### config.mk
export PLATFORM = sky130hd
export DESIGN_NAME = flit_receiver
export DESIGN_NICKNAME = d
export VERILOG_FILES = /design/src/rtl/noc_pkg.sv /design/src/rtl/flit_shift_register.sv /design/src/rtl/flit_receiver.sv
export SDC_FILE = /design/constraint.sdc
export NUM_CORES = 1
export LEC_CHECK = 0
export CORE_ASPECT_RATIO = 0.9
export CORE_UTILIZATION = 45
export CTS_CLUSTER_DIAMETER = 80
export DETAILED_ROUTE_END_ITERATION = 8
export GPL_TIMING_DRIVEN = 0
export HOLD_SLACK_MARGIN = 0.15
export PLACE_DENSITY = 0.72
export SYNTH_ARGS = -nofsm -noshare
export SYNTH_HDL_FRONTEND = slang
export SYNTH_SLANG_ARGS = --single-unit
### constraint.sdc
create_clock -name clk -period 1.89 [get_ports clk]
set_input_delay 0.378 -clock clk [delete_from_list [all_inputs] [get_ports clk]]
set_output_delay 0.378 -clock clk [all_outputs]
set_load 0.02 [all_outputs]
### src/rtl/noc_pkg.sv
// Shared flit-link definitions: default packet geometry, derived flit counts
// and the receiver state encoding.
package noc_pkg;

  localparam int DEF_FLIT_SIZE    = 4;
  localparam int DEF_PACKET_SIZE  = 32;
  localparam int DEF_ADDRESS_SIZE = 16;

  localparam int DEF_ADDRESS_FLIT_NUMBER = DEF_ADDRESS_SIZE / DEF_FLIT_SIZE;
  localparam int DEF_FLIT_NUMBER         = DEF_PACKET_SIZE / DEF_FLIT_SIZE;
  localparam int DEF_PAYLOAD_FLIT_NUMBER = DEF_FLIT_NUMBER - DEF_ADDRESS_FLIT_NUMBER;

  typedef enum logic [1:0] {
    IDLE         = 2'd0,
    RECV_ADDR    = 2'd1,
    RECV_PAYLOAD = 2'd2
  } rx_state_t;

endpackage

### src/rtl/flit_shift_register.sv
// Serial-in, parallel-out register; each enabled cycle shifts one flit in at the LSBs.
module flit_shift_register #(
  parameter int width     = 32,
  parameter int flit_size = 4
) (
  input  logic                 clk,
  input  logic                 reset,
  input  logic                 shift_en,
  input  logic [flit_size-1:0] flit_in,
  output logic [width-1:0]     data
);

  always_ff @(posedge clk or negedge reset) begin
    if (!reset) begin
      data <= '0;
    end else if (shift_en) begin
      data <= {data[width-flit_size-1:0], flit_in};
    end
  end

endmodule

### src/rtl/flit_receiver.sv
// Receiving end of the serial flit link: reassembles address and payload flits
// into a parallel packet, exposes the address early and drives backpressure.
module flit_receiver
  import noc_pkg::*;
#(
  parameter int flit_size    = DEF_FLIT_SIZE,
  parameter int packet_size  = DEF_PACKET_SIZE,
  parameter int address_size = DEF_ADDRESS_SIZE
) (
  input  logic                    clk,
  input  logic                    reset,
  input  logic [flit_size-1:0]    flit_in,
  input  logic                    flit_valid,
  output logic                    stall,
  output logic [address_size-1:0] dest_address,
  output logic                    address_valid,
  output logic [packet_size-1:0]  packet_out,
  output logic                    packet_valid,
  input  logic                    packet_ready,
  output logic                    overflow_error
);

  localparam int address_flit_number = address_size / flit_size;
  localparam int flit_number         = packet_size / flit_size;
  localparam int payload_flit_number = flit_number - address_flit_number;
  localparam int cnt_w               = $clog2(flit_number + 1);

  localparam logic [cnt_w-1:0] ADDR_LAST = cnt_w'(address_flit_number);
  localparam logic [cnt_w-1:0] PKT_LAST  = cnt_w'(flit_number);

  rx_state_t              state, state_next;
  logic [cnt_w-1:0]       cnt, cnt_next, cnt_inc;
  logic                   shift_en, addr_done, pkt_done;
  logic [packet_size-1:0] shift_q, shift_next;

  flit_shift_register #(
    .width     (packet_size),
    .flit_size (flit_size)
  ) u_shift (
    .clk      (clk),
    .reset    (reset),
    .shift_en (shift_en),
    .flit_in  (flit_in),
    .data     (shift_q)
  );

  // Contents the shift register will hold once the current flit is in; the
  // address and packet are captured from here in the same cycle as the flit.
  assign shift_next = {shift_q[packet_size-flit_size-1:0], flit_in};
  assign cnt_inc    = cnt + cnt_w'(1);
  assign stall      = (state != IDLE) | packet_valid;

  always_comb begin
    state_next = state;
    cnt_next   = cnt;
    shift_en   = 1'b0;
    addr_done  = 1'b0;
    pkt_done   = 1'b0;
    case (state)
      IDLE: begin
        if (flit_valid && !packet_valid) begin
          shift_en = 1'b1;
          cnt_next = cnt_w'(1);
          if (address_flit_number == 1) begin
            addr_done  = 1'b1;
            state_next = RECV_PAYLOAD;
          end else begin
            state_next = RECV_ADDR;
          end
        end
      end
      RECV_ADDR: begin
        if (flit_valid) begin
          shift_en = 1'b1;
          cnt_next = cnt_inc;
          if (cnt_inc == ADDR_LAST) begin
            addr_done  = 1'b1;
            state_next = RECV_PAYLOAD;
          end
        end
      end
      RECV_PAYLOAD: begin
        if (flit_valid) begin
          shift_en = 1'b1;
          cnt_next = cnt_inc;
          if (cnt_inc == PKT_LAST) begin
            pkt_done   = 1'b1;
            cnt_next   = '0;
            state_next = IDLE;
          end
        end
      end
      default: begin
        state_next = IDLE;
        cnt_next   = '0;
      end
    endcase
  end

  always_ff @(posedge clk or negedge reset) begin
    if (!reset) begin
      state          <= IDLE;
      cnt            <= '0;
      dest_address   <= '0;
      address_valid  <= 1'b0;
      packet_out     <= '0;
      packet_valid   <= 1'b0;
      overflow_error <= 1'b0;
    end else begin
      state         <= state_next;
      cnt           <= cnt_next;
      address_valid <= addr_done;
      if (addr_done) begin
        dest_address <= shift_next[address_size-1:0];
      end
      if (pkt_done) begin
        packet_out   <= shift_next;
        packet_valid <= 1'b1;
      end else if (packet_valid && packet_ready) begin
        packet_valid <= 1'b0;
      end
      // A flit offered while a packet is still held has nowhere to go.
      if (state == IDLE && flit_valid && packet_valid) begin
        overflow_error <= 1'b1;
      end
    end
  end

endmodule
Yosys cells after proc, flatten, opt, wreduce, memory -nomap -nowiden
Cells that the tools add are included.
Word-level totals
  register bits after elaboration: 85
  output and inout port bits: 52
  word-level logic and storage cells: 52
Operators by class
  add/sub/neg operators: 1
  equality and inequality tests: 9
  mux-type cells: 22
  bitwise gates (word level): 1
  reductions and logical operators: 11
Operator list (count)
  two-way mux 4 bit: 4
  one-hot mux 4 bit (3 select lines): 1
  two-way mux 1 bit: 10
  two-way mux 2 bit: 5
  inequality test 2 bit, second input constant: 5
  one-hot mux 2 bit (3 select lines): 1
  AND reduction 5 bit: 1
  adder 4 x 1 -> 4 bit, second input constant: 1
  == test 4 x 3 -> 1 bit, second input constant: 1
  == test 4 bit, second input constant: 1
  logical AND 1 bit: 4
  nonzero test 2 bit: 2
  AND reduction 3 bit: 1
  == test 2 x 1 -> 1 bit, second input constant: 1
  == test 2 bit, second input constant: 1
  logical NOT 2 bit: 1
  one-hot mux 1 bit (2 select lines): 1
  OR reduction 2 bit: 1
  logical NOT 1 bit: 1
  OR 1 bit: 1

Depth between registers and ports, before layout
  depth after elaboration: 6
  gate-level depth with buffers: 8
  mapped depth without buffers: 6

Modules after synthesis
From an unflattened synthesis, not the netlist that was laid out.
Unflattened totals
  cells, all modules: 231
  area, all modules: 3848.7 µm²
Modules (own cells, without submodules)
  flit_receiver: instances 1, cells an instance 163, area each 2503.7 µm²
  flit_shift_register: instances 1, cells an instance 68, area each 1345.0 µm²

Worst setup path before layout
No wires, ideal clock.
  path type: register to register
  from: reg state[0]
  to: reg u_shift.data[10]
  arrival: 1.711 ns
  path slack: 0.053 ns
  cell stages (with the launch flop): 9
  buffers on the path: 3
  period minus slack after synthesis: 1.837 ns
  cells stage by stage: dfrtp_1 -> inv_1 -> ha_1 -> buf_6 -> a21oi_2 -> or3b_1 -> buf_6 -> buf_12 -> mux2_4
On the way
  word-level cells in the longest chain between the ends: 3
  elaborated cells on any way between the ends: 5
  classes of those cells: eq/ne: 2; mux: 1; reduce/logical: 2
Ends and longest elaborated chain
  from (decl): line flit_receiver.sv:31  | rx_state_t state, state_next;
  from (signal assigned): line flit_receiver.sv:110  | state <= state_next;
  == test 2 bit / == test 2 x 1 -> 1 bit (equally long branches): line flit_receiver.sv:59  | case (state)
  OR reduction 2 bit (no line)
  one-hot mux 1 bit (2 select lines) *: line flit_receiver.sv:59
  to (signal assigned): line flit_shift_register.sv:17  | data <= {data[width-flit_size-1:0], flit_in};
  to (decl): line flit_shift_register.sv:10  | output logic [width-1:0] data
Every way passes the cells marked *; elsewhere a longest branch is shown, timed or not.
A chain may end at the register's enable or synchronous reset.

Final worst setup path
  from: reg state[1]
  to: reg u_shift.data[19]
The elaborated chain is that of the path after synthesis.

==> flow_metrics.env <==
export IMPL_status="complete, no violations"
export IMPL_drc=0
export IMPL_cp_slowest_cell="dfrtp_1"
export IMPL_r2r_start="state[1]$_DFFE_PN0P_"
export IMPL_wirelength_um=6740
export IMPL_synth_area_leaders="dfrtp_1, mux2_4, mux2_2"
export IMPL_antenna_found_initial=0
export IMPL_drtIter0Drc=74
export IMPL_p_leak_uw=0.00216
export IMPL_drtPass1Iterations=3
export IMPL_swShare_pct=32.6
export IMPL_path_buf_inv=3
export IMPL_routedWlPerCell_um=16.7
export IMPL_synth_largest_area_cell="dfrtp_1"
export IMPL_rsz0062_at_grt="yes"
export IMPL_r2r_cells=6
export IMPL_vias=2076
export IMPL_cts_sinks=85
export IMPL_initial_core_util_pct=47.7
export IMPL_dp_cells=378
export IMPL_viasPerCell=5.14
export IMPL_max_cap_violations=0
export IMPL_synth_edf_count=0
export IMPL_antenna_cells=0
export IMPL_finalSetupTns_ns=0
export IMPL_slew_headroom_pct=68.6
export IMPL_cp_top_family="buffers and inverters"
export IMPL_io_pins=60
export IMPL_hold_class="in -> async"
export IMPL_post_synth_top_count_cell="dfrtp_1"
export IMPL_fillCellCount=584
export IMPL_cts_root_buf="clkbuf_8"
export IMPL_grt_max_degree=64
export IMPL_layoutNonFillerInstCount=404
export IMPL_seq_area_frac_synth_pct=57.7
export IMPL_syn_area_sq_um=3690
export IMPL_r2r_end="u_shift.data[19]$_DFFE_PN0P_"
export IMPL_clkPwrFrac_pct=19.6
export IMPL_fmax_ghz=0.539
export IMPL_synth_seq_cells=85
export IMPL_die_y_um=87.9
export IMPL_ant_nets=0
export IMPL_ys_flop_type="dfrtp_1"
export IMPL_synth_top_area_share_pct=57.7
export IMPL_drive_gt1_share_pct=42.2
export IMPL_syn_avg_cell_area_sq_um=16.6
export IMPL_syn_nets=235
export IMPL_seq_power_share_pct=41.2
export IMPL_setup_viol=0
export IMPL_overflow=0
export IMPL_multi_input_area_sq_um=1460
export IMPL_p_int_uw=4580
export IMPL_p_comb_share_pct=39.2
export IMPL_grt_pass1_wl_um=11500
export IMPL_first_global_vias=2193
export IMPL_worstPathCellList="buf_4 -> ha_4 -> or3b_1 -> buf_6 -> buf_12 -> mux2_4"
export IMPL_nNetsFinal=316
export IMPL_required_ns=2.14
export IMPL_area_delta_synth_final_pct=29.3
export IMPL_worst_slew_pin_slew_ns=0.467
export IMPL_htree_levels=3
export IMPL_startpoint_type="flip-flop"
export IMPL_final_seq_area_sq_um=2130
export IMPL_clkLatencyLatePin_ns=0.36
export IMPL_final_min_clock_period_ns=1.86
export IMPL_p_switching_uw=2210
export IMPL_critPathMaxFanout=10
export IMPL_synthArstFlopShare_pct=100
export IMPL_synthTopCellsByCount="dfrtp_1, mux2_4, mux2_2, nand2_1"
export IMPL_io_buffers=59
export IMPL_core_area_sq_um=7730
export IMPL_cts_buffers=9
export IMPL_slew_violations=0
export IMPL_dp_hpwl_um=4470
export IMPL_ff2ff_setup_slack_ns=0.03
export IMPL_worstSetupEndpointType="flip-flop"
export IMPL_die_w_um=97.4
export IMPL_ctsLongestPathBuffers=2
export IMPL_die_area_sq_um=8560
export IMPL_p_per_area_nw_per_um2=1430
export IMPL_gp_congestion=0.756
export IMPL_cpPeakStageDelay_ns=0.43
export IMPL_peakVddDrop_mv=0.876
export IMPL_path_clk_slew_ns=0.09
export IMPL_arrival_ns=2.10
export IMPL_timing_final_hold_violations=0
export IMPL_period_share_pct=98.2
export IMPL_yosysWarnings=0
export IMPL_syn_inst=222
export IMPL_track_usage_pct=17.6
export IMPL_cts_tree="done"
export IMPL_synth_distinct_cells=35
export IMPL_fin_worst_skew_ns=0.0104
export IMPL_worst_setup_path_type="reg -> reg"
export IMPL_rows=30
-- power by group through the flow --
stage          Combinational, uW  Clock, uW  Sequential [uW]
2_1_floorplan               1550          0             2910
3_3_place_gp                2340          0             2820
3_5_place_dp                2400          0             2850
4_1_cts                     2620       1370             2790
5_1_grt                     2870       1440             2880
6_report                    2660       1330             2800
-- layer usage --
layer  share of wire, %  vias to the layer above  global-route usage, %  routed length, um
met5                  0                        -                      0                  0
met4                1.5                        0                   7.22                 99
met3                4.3                        8                   4.79                292
met2                 45                       52                   27.1               3040
met1                 49                     1062                   23.8               3310
li1                   -                      954                      -                  -
-- through the flow --
step / hold slack, ns / area, sq um / total power (uW) / utilization (%) / worst slack (ns)
3_5_place_dp: 0.298 / 4420 / 5240 / 57.2 / -0.249
5_1_grt: 0.466 / 4770 / 7190 / 61.6 / -0.0137
3_3_place_gp: 0.464 / 4400 / 5150 / 56.9 / -2.62
2_1_floorplan: 0.0824 / 3690 / 4460 / - / 0.0535
6_report: 0.446 / 4770 / 6800 / 61.6 / 0.0334
4_1_cts: 0.437 / 4740 / 6780 / 61.3 / -0.00404
-- registers in the layout, indices dropped and copies added, names as in the netlist --
name	cells
address_valid	1
state	2
cnt	4
packet_valid	1
u_shift.data	28
packet_out	32
dest_address	16
overflow_error	1
-- cell families after synthesis --
group	after synthesis	share of synthesized area, %
adder cells (fa/ha/maj)	5	1.70
buffers and inverters	14	4.34
AND/OR/NAND/NOR	22	3.46
flip-flops	85	57.7
AO/OA/AOI/OAI	19	4.18
multiplexers	77	28.6
-- final cells by class --
cell class | instances | share of cell area [%]
plain buffers | 7 | 2.49
clock buffers | 9 | 2.60
clock inverters | 7 | 1.79
inverters | 4 | 0.315
multi-input cells | 123 | 30.6
flip-flops and latches | 85 | 44.6
well taps | 96 | 2.52
repair buffers | 73 | 15.0
-- worst max path at each step --
| stage | depth (start not counted) | start | endpoint | slack, ns |
|---|---|---|---|---|
| finish | 6 | state[1]$_DFFE_PN0P_ | u_shift.data[19]$_DFFE_PN0P_ | 0.03 |
| global route | 7 | state[0]$_DFFE_PN0P_ | u_shift.data[19]$_DFFE_PN0P_ | -0.01 |
| CTS | 8 | state[1]$_DFFE_PN0P_ | u_shift.data[19]$_DFFE_PN0P_ | -0.004 |
| detailed placement | 5 | flit_valid | state[0]$_DFFE_PN0P_ | -0.25 |
| global placement | 1 | reset | packet_out[7]$_DFFE_PN0P_ | -2.62 |
| floorplan | 8 | state[0]$_DFFE_PN0P_ | u_shift.data[10]$_DFFE_PN0P_ | 0.05 |
-- layout by cell type (no fill, tap or decap), drive strengths merged, types with 2 or more instances in the layout --
cell type | netlist | routed
o21ai | 4 | 4
ha | 5 | 5
o31ai | 2 | 2
a21oi | 3 | 3
inv | 4 | 6
dfrtp | 85 | 85
buf | 9 | 21
a211oi | 2 | 2
clkinv | 0 | 3
clkdlybuf4s50 | 0 | 57
nor2 | 6 | 6
nand2 | 6 | 6
mux2 | 77 | 77
clkbuf | 1 | 9
-- repair_timing --
item | CTS | global route
endpoints found under the setup margin | 41 | 54
hold buffers | 1 | 0
buffers inserted | 10 | 2
resized for setup | 10 | 5
pin swaps | 4 | 1
endpoints found under the hold margin | 22 | 0
No activity file was read; power rests on OpenSTA's default activity.
